**config.mk**
```make
export PLATFORM = sky130hd
export DESIGN_NAME = lmsm_sequencer_flat
export DESIGN_NICKNAME = d
export VERILOG_FILES = /design/src/rtl/lmsm_sequencer_if.sv /design/src/rtl/lmsm_sequencer.sv /design/src/flat_wrapper.sv
export SDC_FILE = /design/constraint.sdc
export NUM_CORES = 1
export LEC_CHECK = 0
export ABC_AREA = 1
export ABC_CLOCK_PERIOD_IN_PS = 1500
export BUFFER_PORTS_ARGS = -buffer_cell sky130_fd_sc_hd__clkbuf_2
export CORE_MARGIN = 5
export CORE_UTILIZATION = 39
export DETAILED_ROUTE_END_ITERATION = 7
export HOLD_SLACK_MARGIN = 0.15
export PLACE_DENSITY_LB_ADDON = 0.12
export SLEW_MARGIN = 10
export SYNTH_ARGS = -nofsm -noshare
export SYNTH_HDL_FRONTEND = slang
export SYNTH_SLANG_ARGS = --single-unit
```
**constraint.sdc**
```tcl
create_clock -name clk -period 1.5 [get_ports clk]
set_input_delay 0.15 -clock clk [delete_from_list [all_inputs] [get_ports clk]]
set_output_delay 0.15 -clock clk [all_outputs]
set_load 0.02 [all_outputs]
```
**src/rtl/lmsm_sequencer_if.sv**
```systemverilog
// Register-file and data-RAM bus driven by the LM/SM sequencer.
// master = sequencer side, slave = RAM/register-file side.
interface lmsm_sequencer_if #(
  parameter int DATA_W = 16,
  parameter int ADDR_W = 16,
  parameter int IDX_W  = 3
);
  logic [IDX_W-1:0]  rf_rd_addr;
  logic [DATA_W-1:0] rf_rd_data;
  logic              rf_wr_en;
  logic [IDX_W-1:0]  rf_wr_addr;
  logic [DATA_W-1:0] rf_wr_data;
  logic [ADDR_W-1:0] mem_addr;
  logic [DATA_W-1:0] mem_din;
  logic              mem_load;
  logic [DATA_W-1:0] mem_dout;

  modport master (
    output rf_rd_addr, rf_wr_en, rf_wr_addr, rf_wr_data, mem_addr, mem_din, mem_load,
    input  rf_rd_data, mem_dout
  );
  modport slave (
    input  rf_rd_addr, rf_wr_en, rf_wr_addr, rf_wr_data, mem_addr, mem_din, mem_load,
    output rf_rd_data, mem_dout
  );
endinterface

```
**src/rtl/lmsm_sequencer.sv**
```systemverilog
// Load-multiple / store-multiple engine: walks a register mask lowest index first,
// one register per cycle. Define LMSM_WRITEBACK_EN to add the base-register writeback state.
module lmsm_sequencer #(
  parameter int DATA_W = 16,
  parameter int ADDR_W = 16,
  parameter int NREGS  = 8,
  parameter int IDX_W  = 3
) (
  input  logic              clk,
  input  logic              rst_n,
  input  logic              start,
  input  logic              is_store,
  input  logic [ADDR_W-1:0] base_addr,
  input  logic [NREGS-1:0]  reg_mask,
  input  logic [IDX_W-1:0]  wb_reg,
  lmsm_sequencer_if.master  bus,
  output logic              busy,
  output logic              done
);

  typedef enum logic [1:0] {S_IDLE, S_XFER, S_WB, S_DONE} state_t;

  state_t            r_state, w_state_nxt;
  logic [NREGS-1:0]  r_mask;
  logic [ADDR_W-1:0] r_addr;
  logic              r_op;
  logic [IDX_W-1:0]  w_idx;
  logic [NREGS-1:0]  w_mask_nxt;

`ifdef LMSM_WRITEBACK_EN
  logic [IDX_W-1:0]  r_wb;
  localparam state_t S_FINAL = S_WB;

  always_ff @(posedge clk) begin
    if (!rst_n)                          r_wb <= '0;
    else if (r_state == S_IDLE && start) r_wb <= wb_reg;
  end
`else
  localparam state_t S_FINAL = S_DONE;
  logic w_unused_wb;
  assign w_unused_wb = ^wb_reg;
`endif

  // Lowest set bit wins: scan downward so the last hit is the smallest index.
  always_comb begin
    w_idx = '0;
    for (int i = NREGS - 1; i >= 0; i--)
      if (r_mask[i]) w_idx = IDX_W'(i);
    w_mask_nxt = r_mask & ~(NREGS'(1) << w_idx);
  end

  always_ff @(posedge clk) begin
    if (!rst_n) begin
      r_state <= S_IDLE;
      r_mask  <= '0;
      r_addr  <= '0;
      r_op    <= 1'b0;
    end else begin
      r_state <= w_state_nxt;
      if (r_state == S_IDLE && start) begin
        r_mask <= reg_mask;
        r_addr <= base_addr;
        r_op   <= is_store;
      end else if (r_state == S_XFER) begin
        r_mask <= w_mask_nxt;
        r_addr <= r_addr + 1'b1;
      end
    end
  end

  // Strobes are ANDed with rst_n so a reset cycle never commits a RAM or RF write.
  always_comb begin
    w_state_nxt    = r_state;
    bus.rf_rd_addr = '0;
    bus.rf_wr_en   = 1'b0;
    bus.rf_wr_addr = '0;
    bus.rf_wr_data = '0;
    bus.mem_addr   = r_addr;
    bus.mem_din    = '0;
    bus.mem_load   = 1'b0;
    case (r_state)
      S_IDLE: if (start) w_state_nxt = (reg_mask != '0) ? S_XFER : S_FINAL;
      S_XFER: begin
        if (r_op) begin
          bus.rf_rd_addr = w_idx;
          bus.mem_din    = bus.rf_rd_data;
          bus.mem_load   = rst_n;
        end else begin
          bus.rf_wr_en   = rst_n;
          bus.rf_wr_addr = w_idx;
          bus.rf_wr_data = bus.mem_dout;
        end
        if (w_mask_nxt == '0) w_state_nxt = S_FINAL;
      end
`ifdef LMSM_WRITEBACK_EN
      S_WB: begin
        bus.rf_wr_en   = rst_n;
        bus.rf_wr_addr = r_wb;
        bus.rf_wr_data = DATA_W'(r_addr);
        w_state_nxt    = S_DONE;
      end
`endif
      S_DONE:  w_state_nxt = S_IDLE;
      default: w_state_nxt = S_IDLE;
    endcase
  end

  assign busy = (r_state != S_IDLE);
  assign done = (r_state == S_DONE);

endmodule

```
**src/flat_wrapper.sv**
```systemverilog
// flat-port wrapper written by rule: the top's interface ports become plain ports
module lmsm_sequencer_flat 
#(
  parameter int DATA_W = 16,
  parameter int ADDR_W = 16,
  parameter int NREGS  = 8,
  parameter int IDX_W  = 3
)
  (clk, rst_n, start, is_store, base_addr, reg_mask, wb_reg, busy, done, bus_rf_rd_addr, bus_rf_wr_en, bus_rf_wr_addr, bus_rf_wr_data, bus_mem_addr, bus_mem_din, bus_mem_load, bus_rf_rd_data, bus_mem_dout);
  lmsm_sequencer_if #(.DATA_W(DATA_W), .ADDR_W(ADDR_W), .IDX_W(IDX_W)) bus_i ();
  input  logic clk;
  input  logic rst_n;
  input  logic start;
  input  logic is_store;
  input  logic [ADDR_W-1:0] base_addr;
  input  logic [NREGS-1:0] reg_mask;
  input  logic [IDX_W-1:0] wb_reg;
  output logic busy;
  output logic done;
  output wire logic [$bits(bus_i.rf_rd_addr)-1:0] bus_rf_rd_addr;
  output wire logic [$bits(bus_i.rf_wr_en)-1:0] bus_rf_wr_en;
  output wire logic [$bits(bus_i.rf_wr_addr)-1:0] bus_rf_wr_addr;
  output wire logic [$bits(bus_i.rf_wr_data)-1:0] bus_rf_wr_data;
  output wire logic [$bits(bus_i.mem_addr)-1:0] bus_mem_addr;
  output wire logic [$bits(bus_i.mem_din)-1:0] bus_mem_din;
  output wire logic [$bits(bus_i.mem_load)-1:0] bus_mem_load;
  input wire logic [$bits(bus_i.rf_rd_data)-1:0] bus_rf_rd_data;
  input wire logic [$bits(bus_i.mem_dout)-1:0] bus_mem_dout;
  assign bus_rf_rd_addr = bus_i.rf_rd_addr;
  assign bus_rf_wr_en = bus_i.rf_wr_en;
  assign bus_rf_wr_addr = bus_i.rf_wr_addr;
  assign bus_rf_wr_data = bus_i.rf_wr_data;
  assign bus_mem_addr = bus_i.mem_addr;
  assign bus_mem_din = bus_i.mem_din;
  assign bus_mem_load = bus_i.mem_load;
  assign bus_i.rf_rd_data = bus_rf_rd_data;
  assign bus_i.mem_dout = bus_mem_dout;
  lmsm_sequencer #(.DATA_W(DATA_W), .ADDR_W(ADDR_W), .NREGS(NREGS), .IDX_W(IDX_W)) u_core (.clk(clk), .rst_n(rst_n), .start(start), .is_store(is_store), .base_addr(base_addr), .reg_mask(reg_mask), .wb_reg(wb_reg), .bus(bus_i), .busy(busy), .done(done));
endmodule
```
### Yosys cells after proc, flatten, opt, wreduce, memory -nomap -nowiden

Index checks and enable logic that the tools add are counted.

* add/subtract/negate cells: 1
* equal/unequal tests: 4
* shift-type cells: 1
* multiplexer cells: 28
* bitwise operators: 2
* reductions and logical operators: 7

Operators by type and width (number)
* two-way mux 16 bit: 6
* two-way mux 3 bit: 12
* adder 16 x 1 -> 16 bit (second input constant): 1
* two-way mux 8 bit: 2
* AND 8 bit: 1
* logical NOT 8 bit: 1
* inverter 8 bit: 1
* nonzero test 8 bit: 1
* << shifter 1 x 3 -> 8 bit (first input constant): 1
* two-way mux 2 bit: 3
* two-way mux 1 bit: 4
* inequality test 2 bit (second input constant): 2
* one-hot mux 2 bit (2 select lines): 1
* nonzero test 2 bit: 2
* equality test 2 x 1 -> 1 bit (second input constant): 1
* equality test 2 bit (second input constant): 1
* logical NOT 2 bit: 1
* AND reduction 2 bit: 1
* logical AND 1 bit: 1

* register bits: 27
* bits of input ports: 63

### Logic depth before layout (Yosys ltp)

* depth after elaboration: 14
* gate-level depth with buffers: 12
* depth with buffers taken out: 12

### Least setup slack after synthesis

Ideal clock, no wire load.

* path type: reg2reg
* from: reg u_core.r_addr[0], in the netlist u_core.bus.mem_addr[0]
* to: reg u_core.r_addr[12], in the netlist u_core.bus.mem_addr[12]
* library setup time: 134 ps
* arrival time: 1497 ps
* slack: -131 ps
* stages on the path, launching flop included: 9
* clock period less this slack: 1631 ps
* cells stage by stage: dfxtp_1 ha_1 nand3_2 nor2_4 nand2_4 nor2_8 nand4_1 o21ai_0 a21oi_1

* word-level cells in the longest chain between the ends: 3

Ends and longest elaborated chain
* from (decl): line lmsm_sequencer.sv:25 `logic [ADDR_W-1:0] r_addr;`
* from (signal assigned): line lmsm_sequencer.sv:62 `r_addr <= base_addr;`
* from (signal assigned): line lmsm_sequencer.sv:66 `r_addr <= r_addr + 1'b1;`
* adder 16 x 1 -> 16 bit: line lmsm_sequencer.sv:66
* two-way mux 16 bit: line lmsm_sequencer.sv:64 `end else if (r_state == S_XFER) begin`
* two-way mux 16 bit: line lmsm_sequencer.sv:60 `if (r_state == S_IDLE && start) begin`

Every way passes these cells. The select of a mux whose other input is x is not followed.
A chain may end at the register's enable or synchronous reset.

### Final worst setup path

* from: reg u_core.r_state[0]
* to: out bus_rf_wr_data[9]

* word-level cells in the longest chain between the ends: 2

Ends and longest elaborated chain
* from (decl): line lmsm_sequencer.sv:23 `state_t r_state, w_state_nxt;`
* from (signal assigned): line lmsm_sequencer.sv:59 `r_state <= w_state_nxt;`
* equality test 2 x 1 -> 1 bit: line lmsm_sequencer.sv:81 `case (r_state)`
* two-way mux 16 bit: line lmsm_sequencer.sv:81
* to (decl): line flat_wrapper.sv:23 `output wire logic [$bits(bus_i.rf_wr_data)-1:0] bus_rf_wr_data;`

Every way passes these cells.

==> impl_metrics.ini <==
[synth]
ys_types = 40
synthFlopType = dfxtp_1
synth_edf_count = 0
netlist_area_um2 = 1990
yosys_register_bits = 27
ys.warnings.count = 0
synth_nets = 392
syn_inst = 328
post_synth.cell_area_avg_um2 = 6.07
synthArstFlopShare = 0
yosysSeqAreaShare = 0.272

[floorplan]
initial_core_util = 0.395
ios = 121
die-area_um2 = 6630
rows = 26
core-area_um2 = 5040
die_y_um = 81.4
die-width_um = 81.4

[setup_path]
start_kind = register
critPathArrivalTime_ns = 1.46
crit_path_end_kind = primary output
worstPathRequired_ns = 1.35
crit_fanout = 6
worstSetupPathType = register to primary output

[clocking]
cts-buffers-inserted = 3
cts.sinks = 27
htree_levels = 1
path_clk_slew_ns = 0.10
cts_tree = yes
cts_max_path_buffers = 2
clockRootBuffer = clkbuf_8
clkLatencyLatePin_ns = 0.29

[power_and_ir_drop]
power.internal_mw = 1.49
pwr-share-seq = 0.350
p_leak_nw = 1.76
power.density_nw_per_um2 = 723
p_comb_frac = 0.470
switchingPower_mw = 1.00
switching_share = 0.403
irDropWorstVdd_uv = 471
clkPwrFrac = 0.180

[placed_design]
dp_hpwl_mm = 5.18
port_buffers = 117
place_area_um2 = 2830
gp_congestion = 0.850
placed_cells = 530

[flow_run]
cap_violations = 0

[detailed_routing]
drt_first_pass_iters = 4
drtIter0Drc = 115
drc = 0
drt-wirelength-per-cell_um = 13.2
detail-route-antenna-nets = 0
viasPerCell = 4.83
wirelength_mm = 7.37
vias = 2698

[finish]
regArea_um2 = 568
n_antenna_cell = 0
area_growth_pct = 73.3
final_cells = 559
fin_area_um2 = 3450
nNetsFinal = 554
multi_input_area_um2 = 1380
layout-drive-gt1-share = 0.466
fill_cells = 428

[global_route]
antenna_found_initial = 0
grt_pass1_vias = 2535
globalRouteOverflowTotal = 0
grt_start_max_net_pins = 21
grt_util_all_layers = 0.208
grt_pass1_wl_mm = 11.0

[timing]
finalCritPeriodShare = 1.07
tightest_slew_ns = 0.482
slew_viol_final = 0
slew_headroom = 0.678
fin_hold_ws_ns = 0.158
fmax_ghz = 0.621
fin_skew_ns = 0.00599
rsz0062_at_grt = yes
period_minus_slack_ns = 1.61
layout_setup_ws_ns = -0.110
final-setup-viol-count = 25
finalHoldViolCount = 0

[hold_path]
hold_path.class = input port to register

[outcome]
violations = negative setup slack
outcome = finished with violations
placed cells by master, fill, tap and decap left out, drive strengths merged, types with 4 or more instances in the layout:
cell and instances:
a21oi 19, a31oi 5, buf 79, clkbuf 82
dfxtp 27, dlygate4sd3 10, inv 48, nand2 89
nand3 12, nand4 9, nor2 65, o211ai 7
o21ai 12, or2 4
power groups by stage:
stage,Sequential (mW),Combinational (mW),Clock (mW)
floorplan,0.917,0.515,0
global placement,0.867,0.927,0
detailed placement,0.869,0.933,0
CTS,0.860,1.03,0.455
global route,0.886,1.28,0.485
finish,0.872,1.17,0.447
per-layer routing:
metal,up-vias,track usage,part of all wire
li1,1370,-,-
met1,1220,0.238,0.39
met2,97,0.389,0.52
met3,11,0.0351,0.067
met4,0,0.0625,0.015
met5,-,0,0
registers in the layout, summed over array words and instances, names as in the netlist:
signal and flops:
u_core.bus.mem_addr 16, u_core.r_mask 8, u_core.r_state 2, u_core.r_op 1
worst max-delay path, stage by stage, from the launching register on:
cell     delay [ns]
dfxtp_2        0.35
inv_2          0.05
nor2_4         0.13
inv_4          0.07
or2_4          0.29
nor2_1         0.12
buf_4          0.16
repair_timing:
item | in CTS | in global routing
endpoints found under the hold margin | 9 | 1
resized for setup | 45 | 110
pin swaps | 9 | 14
buffers inserted | 5 | 7
hold buffers | 9 | 1
setup endpoints to repair | 25 | 53
cloned | 2 | 1
worst paths after layout:
kind              depth (start not counted)  slack (ns)                       to              startpoint
setup / recovery                          6       -0.11        bus_rf_wr_data[9]       u_core.r_state[0]
hold / removal                            3        0.16         u_core.r_mask[5]             reg_mask[5]
setup reg to reg                         10       -0.02  u_core.bus.mem_addr[13]  u_core.bus.mem_addr[0]
hold reg to reg                           2        0.48         u_core.r_mask[7]        u_core.r_mask[7]
synthesized netlist by cell type, types with 2 or more instances:
| cell type | instances | area (um2) |
|---|---|---|
| nor2_4 | 4 | 45.0 |
| a21oi_1 | 18 | 90.1 |
| dfxtp_1 | 27 | 541 |
| o22ai_1 | 2 | 12.5 |
| nor4_1 | 2 | 12.5 |
| o21ai_0 | 10 | 50.1 |
| a31oi_1 | 5 | 31.3 |
| nand3_2 | 2 | 20.0 |
| nor2_2 | 2 | 12.5 |
| nor3_1 | 2 | 10.0 |
| o211ai_1 | 7 | 52.6 |
| buf_2 | 7 | 35.0 |
| nand4_1 | 8 | 50.1 |
| xnor2_1 | 2 | 17.5 |
| o21bai_1 | 2 | 15.0 |
| nand2_1 | 85 | 319 |
| inv_2 | 3 | 11.3 |
| o221ai_1 | 2 | 17.5 |
| nand2_2 | 2 | 12.5 |
| nand3_1 | 10 | 50.1 |
| nor2_1 | 58 | 218 |
| nand2_4 | 2 | 22.5 |
| inv_1 | 45 | 169 |
| clkbuf_1 | 5 | 18.8 |
cell type report:
type                            instances  share of cell area
Sequential cell                        27               0.165
Timing Repair Buffer                  168               0.340
Clock buffer                            3              0.0120
Clock inverter                          1             0.00145
Multi-Input combinational cell        241               0.401
Inverter                               49              0.0552
Tap cell                               70              0.0254
logic make-up after synthesis:
logic type | synth area share
and+or+nand+nor | 0.421
buffers and inverters | 0.129
AOI/OAI and AO/OA | 0.159
DFF | 0.272
xor gates and xnor gates | 0.0132
adders and majority gates | 0.00629
through the flow:
stage                     setup WS [ns]   util  TNS (ns)  power, mW
after floorplan                 0.00548      -         0       1.43
after global placement           0.0361  0.562         0       1.79
after detailed placement        0.00774  0.562         0       1.80
after CTS                       -0.0579  0.623    -0.787       2.35
after global routing             -0.175  0.684     -3.66       2.65
final                            -0.110  0.684     -1.25       2.49
No activity file was read; power rests on OpenSTA's default activity.
